`src/rtl/cmsdk_ahb_pkg.sv`:
```
// Shared AHB-lite encodings: transfer types, transfer sizes and response codes.
package cmsdk_ahb_pkg;

    typedef enum logic [1:0] {
        TransIdle   = 2'b00,
        TransBusy   = 2'b01,
        TransNonseq = 2'b10,
        TransSeq    = 2'b11
    } htrans_e;

    typedef enum logic [2:0] {
        SizeByte = 3'b000,
        SizeHalf = 3'b001,
        SizeWord = 3'b010
    } hsize_e;

    localparam logic RespOkay  = 1'b0;
    localparam logic RespError = 1'b1;

endpackage

```
`src/rtl/cmsdk_ahb_eg_master.sv`:
```
// Example AHB-lite master: turns a valid/ready command stream into single NONSEQ transfers
// through an address-phase / data-phase pipeline and returns one response per command.
module cmsdk_ahb_eg_master
    import cmsdk_ahb_pkg::*;
#(
    parameter int unsigned ADDRWIDTH = 12
) (
    input  logic                 HCLK,
    input  logic                 HRESETn,

    input  logic                 cmd_valid,
    output logic                 cmd_ready,
    input  logic                 cmd_write,
    input  logic [ADDRWIDTH-1:0] cmd_addr,
    input  logic [1:0]           cmd_size,
    input  logic [31:0]          cmd_wdata,

    output logic                 rsp_valid,
    output logic [31:0]          rsp_rdata,
    output logic                 rsp_err,
    output logic                 busy,

    output logic [ADDRWIDTH-1:0] HADDRM,
    output logic [1:0]           HTRANSM,
    output logic [2:0]           HSIZEM,
    output logic                 HWRITEM,
    output logic [31:0]          HWDATAM,
    input  logic                 HREADYM,
    input  logic                 HRESPM,
    input  logic [31:0]          HRDATAM
);

    // Address-phase stage
    logic                 aph_valid_q;
    logic [ADDRWIDTH-1:0] aph_addr_q;
    hsize_e               aph_size_q;
    logic                 aph_write_q;
    logic [31:0]          aph_wdata_q;

    // Data-phase stage
    logic                 dph_valid_q;
    logic                 dph_write_q;
    logic [31:0]          hwdata_q;

    // Response stage
    logic                 rsp_valid_q;
    logic                 rsp_err_q;
    logic [31:0]          rsp_rdata_q;

    logic                 cmd_accept;
    logic                 dph_done;
    hsize_e               cmd_hsize;
    logic [ADDRWIDTH-1:0] cmd_addr_aligned;

    // A new command may enter only when the address stage is empty or leaving this cycle.
    assign cmd_ready  = ~aph_valid_q | HREADYM;
    assign cmd_accept = cmd_valid & cmd_ready;
    assign dph_done   = dph_valid_q & HREADYM;

    // Decode the requested size and clear the address bits below the transfer size.
    always_comb begin
        cmd_hsize        = SizeWord;
        cmd_addr_aligned = cmd_addr;
        case (cmd_size)
            2'd0: begin
                cmd_hsize = SizeByte;
            end
            2'd1: begin
                cmd_hsize           = SizeHalf;
                cmd_addr_aligned[0] = 1'b0;
            end
            default: begin
                // Size 3 is folded onto word.
                cmd_hsize             = SizeWord;
                cmd_addr_aligned[1:0] = 2'b00;
            end
        endcase
    end

    // Address phase: load on accept, retire when the bus takes it with no follow-on command.
    always_ff @(posedge HCLK or negedge HRESETn) begin
        if (!HRESETn) begin
            aph_valid_q <= 1'b0;
            aph_addr_q  <= '0;
            aph_size_q  <= SizeByte;
            aph_write_q <= 1'b0;
            aph_wdata_q <= '0;
        end else if (cmd_accept) begin
            aph_valid_q <= 1'b1;
            aph_addr_q  <= cmd_addr_aligned;
            aph_size_q  <= cmd_hsize;
            aph_write_q <= cmd_write;
            aph_wdata_q <= cmd_wdata;
        end else if (HREADYM) begin
            aph_valid_q <= 1'b0;
        end
    end

    // Data phase: advances only on HREADYM so HWDATAM holds across wait and error cycles.
    always_ff @(posedge HCLK or negedge HRESETn) begin
        if (!HRESETn) begin
            dph_valid_q <= 1'b0;
            dph_write_q <= 1'b0;
            hwdata_q    <= '0;
        end else if (HREADYM) begin
            dph_valid_q <= aph_valid_q;
            dph_write_q <= aph_write_q;
            if (aph_valid_q && aph_write_q) begin
                hwdata_q <= aph_wdata_q;
            end
        end
    end

    // Response: one-cycle pulse after each completed data phase.
    always_ff @(posedge HCLK or negedge HRESETn) begin
        if (!HRESETn) begin
            rsp_valid_q <= 1'b0;
            rsp_err_q   <= 1'b0;
            rsp_rdata_q <= '0;
        end else begin
            rsp_valid_q <= dph_done;
            rsp_err_q   <= dph_done & (HRESPM == RespError);
            rsp_rdata_q <= (dph_done && !dph_write_q) ? HRDATAM : 32'd0;
        end
    end

    assign HTRANSM   = aph_valid_q ? TransNonseq : TransIdle;
    assign HADDRM    = aph_addr_q;
    assign HSIZEM    = aph_size_q;
    assign HWRITEM   = aph_write_q;
    assign HWDATAM   = hwdata_q;
    assign busy      = aph_valid_q | dph_valid_q;
    assign rsp_valid = rsp_valid_q;
    assign rsp_err   = rsp_err_q;
    assign rsp_rdata = rsp_rdata_q;

endmodule
```
`config.mk`:
```
export PLATFORM = sky130hd
export DESIGN_NAME = cmsdk_ahb_eg_master
export DESIGN_NICKNAME = d
export VERILOG_FILES = /design/src/rtl/cmsdk_ahb_pkg.sv /design/src/rtl/cmsdk_ahb_eg_master.sv
export SDC_FILE = /design/constraint.sdc
export NUM_CORES = 1
export LEC_CHECK = 0
export ABC_AREA = 1
export CORE_AREA = 3 3 105 107
export DETAILED_ROUTE_END_ITERATION = 16
export DIE_AREA = 0 0 108 110
export GPL_ROUTABILITY_DRIVEN = 0
export GPL_TIMING_DRIVEN = 0
export PLACE_DENSITY = 0.78
export SLEW_MARGIN = 20
export SYNTH_ARGS = -nofsm -noshare
export SYNTH_HDL_FRONTEND = slang
export SYNTH_SLANG_ARGS = --single-unit
```
`constraint.sdc`:
```
create_clock -name HCLK -period 1.4 [get_ports HCLK]
set_input_delay 0.42 -clock HCLK [delete_from_list [all_inputs] [get_ports HCLK]]
set_output_delay 0.42 -clock HCLK [all_outputs]
set_load 0.005 [all_outputs]
```
# After elaboration in Yosys (flattened, before gate mapping)
# Cells that the tools add are included.
# classes
n_eq_ne	1
mux	7
bitwise	6
reduce_logical	7
# ops
cell	n
32-bit 2-to-1 mux	1
1-bit 2-to-1 mux	4
2-bit case mux with 2 select lines	1
1-bit bitwise AND	3
2-bit by 1-bit equality test with 1-bit output (second input constant)	1
1-bit logical AND	2
2-bit zero test	1
2-bit 2-to-1 mux	1
1-bit OR	2
2-bit AND reduction	1
2-bit nonzero test	1
2-bit OR reduction	1
1-bit zero test	1
1-bit NOT	1
# word_totals
reg_bits	117
in_bits	84
out_inout_bits	86
wordCells	32

# Depth between registers and ports, before layout
# Gate-level depths: netlist of run 1.
# depth
ltp_word	4
ltp_mapped	7
ltp_nobuf	5

# Worst setup path before layout of run 1
# Ideal clock, no wire load.
# synth_timing
kind	input port to output port
start	input HREADYM
end	output cmd_ready
t_arrival_ns	0.708
required_time_ns	0.980
path_slack_ns	0.272
cell_stages	3
n_path_buf	1
path_cell_list	inv_2 -> nand2_1 -> buf_2
# synth_between
elab_chain_len	1
# synth_lines
item	line_no	source
start: declaration	cmsdk_ahb_eg_master.sv:28	input logic HREADYM,
1-bit OR	cmsdk_ahb_eg_master.sv:56	assign cmd_ready = ~aph_valid_q | HREADYM;
end: declaration	cmsdk_ahb_eg_master.sv:12	output logic cmd_ready,
# No other way between the ends.

# Worst setup path in the final report of run 1
# layout_timing
start	register aph_valid_q
end	output busy
# layout_between
elab_chain_len	1
# layout_lines
item	line_no	source
start: declaration	cmsdk_ahb_eg_master.sv:34	logic aph_valid_q;
start signal: assignment	cmsdk_ahb_eg_master.sv:83	aph_valid_q <= 1'b0;
start signal: assignment	cmsdk_ahb_eg_master.sv:89	aph_valid_q <= 1'b1;
start signal: assignment	cmsdk_ahb_eg_master.sv:95	aph_valid_q <= 1'b0;
1-bit OR	cmsdk_ahb_eg_master.sv:132	assign busy = aph_valid_q | dph_valid_q;
end: declaration	cmsdk_ahb_eg_master.sv:21	output logic busy,
# No other way between the ends.

==> flow_summary.toml, run 1 <==
[power_and_ir_drop]
combPwrFrac_pct = 16.8
power.density_nw_per_um2 = 1570
switchingPower_uw = 2590
intPower_uw = 8240
switching_share_pct = 23.9
ir_drop_mv = 0.799
p_clk_share_pct = 45.4
p_seq_share_pct = 37.8
power_leakage_uw = 0.00385
power_uw = 10800

[clock_tree]
clk_pin_slew_ps = 60
insertion_delay_ps = 500
cts_buffer_depth = 2
cts_tree = "yes"
cts.sinks = 116
cts-root-buf = "clkbuf_8"
cts.htree.levels = 4
numCtsBuffers = 17

[synth]
synth_area_sq_um = 4410
synth_edf_count = 0
synth_largest_area_cell = "dfrtp_1"
synth_area_per_cell_sq_um = 9.34
yosys-top-cells-count = "137 x nand2_1, 116 x dfrtp_1, 72 x inv_1"
netlist_instances = 472
synthDistinctLibCells = 16
synth_warnings = 0
synth_area_leaders = "dfrtp_1 66%, nand2_1 12%, inv_1 6.1%"
synth_top_area_share_pct = 65.9
yosysSeqAreaShare_pct = 65.9
synthArstFlopShare_pct = 100
synth.most_common_cell = "nand2_1"
ys_ff_latch = 116
ys.flop_type = "dfrtp_1"

[setup_path]
required_ps = 980
r2r_cells = 6
startpoint_type = "flip-flop"
crit_type = "reg2out"
r2r_start = "aph_valid_q"
crit_start = "aph_valid_q"
path_max_fanout = 3
endpoint_kind = "output pin"
worstPathArrival_ps = 1370

[timing]
skew_ps = 7.75
fmax_ghz = 0.558
period_share_pct = 128
rsz0062_at_grt = "yes"
fin_crit_ps = 1790
slew_viol_final = 0
hold_viol_final = 0
finalWorstSetupSlack_ps = -393
finalSetupViolations = 50

[global_routing]
grt_max_degree = 74
grtUsageTotal_pct = 19.9
antenna_found_initial = 0
grtUsageMet2_pct = 35.2
use_met1_pct = 24.0
grt_overflow = 0
grt_pass1_wl_um = 18300
top_usage_layer = "met2"
grtUsageMet3_pct = 5.13
grt_pass1_vias = 3763

[placement]
numPortBuffers = 167
dp_hpwl_um = 7960
post-place-cells = 777

[die]
initial_utilization_pct = 43.1
rows = 37
core_area_sq_um = 10200
ios = 170
die_h_um = 110
die_w_um = 108
dieArea_sq_um = 11900

[finish]
drive_gt1_share_pct = 25.8
antenna_cells = 0
finalNonFillerCells = 845
seq_area_sq_um = 2900
syn_to_final_growth_pct = 56.1
nets = 780
fillers = 837
multiInputGateArea_sq_um = 1090

[outcome]
status = "finished, violations left"
violations = "negative setup slack"

[routing]
vias = 3778
drc = 0
drt_iter0_drc = 147
antenna_left = 0
wirelength_um = 11600
vias_per_cell = 4.47
first_pass_iters = 4
drt-wirelength-per-cell_um = 13.8

[worst_hold_path]
min_path_type = "in2async"

[flow_run]
max_cap_violations = 0
[flip-flops by register name, indices dropped and copies added (netlist names), 2 cells and up]
register / cells
rsp_rdata: 32
HSIZEM: 2
aph_wdata_q: 32
HWDATAM: 32
HADDRM: 12
[worst max-delay path: stages (launching register included)]
cell	delay, ps
dfrtp_1	410
buf_6	130
or2_4	220
buf_6	120
[cells by family (layout without fill, tap and decap cells)]
group	Yosys count	count (layout)	synth area share (%)
AND/OR/NAND/NOR	221	221	20.3
flip-flops	116	116	65.9
buffers and inverters	100	336	9.85
AO/OA/AOI/OAI	34	34	3.86
other	1	2	0.0851
[stage by stage]
stage | setup WS (ps) | util, % | setup TNS [ps] | hold slack, ps | area, sq um
after floorplan | 272 | - | 0 | 124 | 4410
after global placement | -4300 | 61.1 | -541430 | 453 | 6250
after detailed placement | -996 | 61.4 | -46530 | 359 | 6280
after CTS | -394 | 66.2 | -3790 | 399 | 6770
after global routing | -466 | 67.2 | -6140 | 414 | 6880
final | -393 | 67.2 | -2110 | 405 | 6880
[layer usage]
layer  vias up  part of all wire, %  wire length, um
met1      1776                   41             4820
met3         4                  6.1              710
met5         -                    0                0
li1       1868                    -                -
met4         0                 0.59               69
met2       130                   52             6040
[area by class of cell]
type,count,area share (%)
Clock inverter,12,3.26
Sequential cell,116,42.2
Tap cell,136,2.47
Multi-Input combinational cell,257,15.8
Timing Repair Buffer,205,23.0
Clock buffer,20,6.62
Buffer,26,2.73
Inverter,73,3.98
[path summary, 6_finish.rpt]
path,slack [ps],to
worst max-delay path,-390,busy
worst min-delay path,410,rsp_rdata[8]
worst max register to register,60,HWDATAM[5]
worst min register to register,470,aph_wdata_q[29]
max in group asynchronous,310,aph_wdata_q[5]
min in group HCLK,440,rsp_rdata[28]
[cell usage in the layout (no fill, tap or decap), drive strengths merged]
master | netlist | final
a21oi | 1 | 1
buf | 20 | 139
bufinv | 0 | 6
clkbuf | 7 | 29
clkdlybuf4s50 | 0 | 81
clkinv | 0 | 4
clkinvlp | 0 | 1
conb | 1 | 2
dfrtp | 116 | 116
dlygate4sd2 | 0 | 1
dlygate4sd3 | 0 | 1
inv | 73 | 74
nand2 | 137 | 137
nand3 | 47 | 47
nor2 | 36 | 36
o21ai | 33 | 33
or2 | 1 | 1
[power groups by stage]
stage               logic, uW  clock network [uW]  registers [uW]
detailed placement       1840                   0            4180
global placement         1790                   0            4160
CTS                      1740                4980            4100
finish                   1820                4910            4100
floorplan                 556                   0            4170
global route             2030                5160            4160
[repair_timing]
item / in CTS / in global routing
gates resized for setup: 351 / 15
hold buffers: 1 / 0
buffers inserted: 26 / 11
pin swaps: 1 / 0
setup endpoints to repair: 85 / 146
endpoints found under the hold margin: 43 / 0
Power figures use the tool's default switching activity.
==> inputs of run 2 (changes only) <==
--- a/config.mk
+++ b/config.mk
@@ -6,11 +6,13 @@
 export NUM_CORES = 1
 export LEC_CHECK = 0
 export ABC_AREA = 1
-export CORE_AREA = 3 3 105 107
+export CAP_MARGIN = 0
+export CORE_AREA = 2 2 104 106
 export DETAILED_ROUTE_END_ITERATION = 16
-export DIE_AREA = 0 0 108 110
+export DIE_AREA = 0 0 106 108
 export GPL_ROUTABILITY_DRIVEN = 0
 export GPL_TIMING_DRIVEN = 0
+export HOLD_SLACK_MARGIN = 0.02
 export PLACE_DENSITY = 0.78
 export SLEW_MARGIN = 20
 export SYNTH_ARGS = -nofsm -noshare
==> run 2 against run 1 <==
Net effect:
- the run still ends with negative setup slack left
- sequential share of layout area increased by 0.32 points
- fmax increased by 4.9%
- critical endpoint unchanged
- critical path type unchanged
- largest cell class unchanged
- worst setup slack improved by 83 ps
- first-iteration DRC count increased by 12%
- global-route usage increased by 0.79 points
- non-clock buffer count decreased by 3
- critical path depth decreased by 1
==> flow_summary.toml, run 2 (synthesized netlist as in run 1, its figures left out) <==
[finish]
antenna_cells = 0
drive_gt1_share_pct = 25.5
final_common_cell = "nand2_1"
mostFrequentLayoutCells = "135 x nand2_1, 115 x dfrtp_1, 88 x buf_2"
nets = 777
fin_area_sq_um = 6830
syn_to_final_growth_pct = 55.0

[power_and_ir_drop]
switching_share_pct = 24.0
switchingPower_uw = 2510
p_seq_share_pct = 39.2
power_uw = 10500
combPwrFrac_pct = 17.2
p_clk_share_pct = 43.6
ir_drop_mv = 0.679
intPower_uw = 7950
power_leakage_uw = 0.00382
power.density_nw_per_um2 = 1530

[clock_tree]
cts.sinks = 116
cts_buffer_depth = 2
cts-root-buf = "clkbuf_8"
cts.htree.levels = 4
numCtsBuffers = 17
clk_pin_slew_ps = 60
insertion_delay_ps = 520
cts_tree = "yes"

[routing]
vias_per_cell = 4.49
wl_met1_um = 4600
dr_wl_met3_um = 754
wirelength_um = 11300
dr_wl_met2_um = 5620
antenna_left = 0
drt-wirelength-per-cell_um = 13.4
drc = 0
drt_iter0_drc = 164
highest_layer = "met4"
vias = 3777
first_pass_iters = 4

[die]
dieArea_sq_um = 11400
rows = 37
core_area_sq_um = 10200
die_h_um = 108
initial_utilization_pct = 43.1
ios = 170
die_w_um = 106

[global_routing]
grt_pass1_wl_um = 18000
grt_pass1_vias = 3726
grt_max_degree = 64
grt_overflow = 0
grtUsageTotal_pct = 20.7
antenna_found_initial = 0

[setup_path]
required_ps = 980
crit_type = "reg2out"
crit_chain = "or2_4, buf_6"
max_stage_delay_ps = 420
critPathSlowestCell = "dfrtp_2"
endpoint_kind = "output pin"
critPathTopFamily = "flip-flops"
worstPathArrival_ps = 1290
startpoint_type = "flip-flop"
path_max_fanout = 3
worst-path-buf-inv = 1

[outcome]
status = "finished, violations left"
violations = "negative setup slack"

[timing]
hold_viol_final = 0
finalSetupViolations = 80
tightest_slew_ps = 572
hold-worst-slack_ps = 397
period_share_pct = 122
fmax_ghz = 0.585
relSlewSlack_pct = 61.8
tns_ps = -3010
skew_ps = 9.10
finalWorstSetupSlack_ps = -310
slew_viol_final = 0
fin_crit_ps = 1710
rsz0062_at_grt = "yes"

[placement]
place_area_sq_um = 6280
dp_hpwl_um = 7810
pre_cts_ws_ps = -999
numPortBuffers = 167

[flow_run]
max_cap_violations = 0

[worst_hold_path]
min_path_type = "in2reg"
run 2: cell types whose count changed in the layout (fill, tap and decap cells not counted), moves of 2 or more:
cell       previous run  this run
bufinv_16             6         4
buf_4                38        34
nand2_4               0         2
clkbuf_8              4         6
run 2: cell type report:
cell class	instances	area [sq um]
inverter	73	274
clock inverter	8	146
timing repair buffer	202	1560
clock buffer	23	487
multi-input combinational	257	1100
sequential	116	2900
tap	136	170
fill	856	3400
buffer	26	190
run 2: power by group through the flow:
stage	logic (uW)	clock network, uW	registers (uW)
after floorplan	556	0	4170
after global placement	1790	0	4150
after detailed placement	1850	0	4170
after CTS	1700	4620	4100
after global routing	2020	4780	4150
final	1800	4560	4100
run 2: worst reg2reg max path, stage by stage (launching register included):
cell,delay (ps)
dfrtp_2,420
buf_6,130
nand2_4,70
buf_4,140
nand2_4,50
buf_6,130
buf_6,140
nand2_1,70
nand2_1,60
run 2: metrics by stage:
| step | util, % | std cells |
|---|---|---|
| floorplan | - | 473 |
| global placement | 61.1 | 776 |
| detailed placement | 61.4 | 777 |
| CTS | 65.6 | 828 |
| global route | 66.8 | 841 |
| finish | 66.8 | 841 |
run 2: routing by layer:
metal | track usage [%] | vias to the layer above
met3 | 6.03 | 24
li1 | - | 1865
met5 | 0 | -
met4 | 10.8 | 0
met2 | 34.7 | 129
met1 | 24.3 | 1759
run 2: worst paths after layout:
path / cells after the start / endpoint / slack (ps) / from
worst max register to register: 8 / aph_wdata_q[28] / 80 / aph_valid_q
max in group asynchronous: 3 / aph_valid_q / 240 / HRESETn
worst min-delay path: 3 / dph_valid_q / 400 / HREADYM
min in group asynchronous: 2 / HWDATAM[9] / 490 / HRESETn
worst min register to register: 2 / HADDRM[4] / 470 / HADDRM[4]
worst max-delay path: 2 / busy / -310 / aph_valid_q
run 2: repair_timing:
item                                   4_1_cts  5_1_grt
buffers inserted                            19       14
setup endpoints to repair                   84      107
cloned                                       0        1
hold buffers                                 1        0
pin swaps                                    1        1
resized for setup                          357       11
endpoints found under the hold margin       62        0
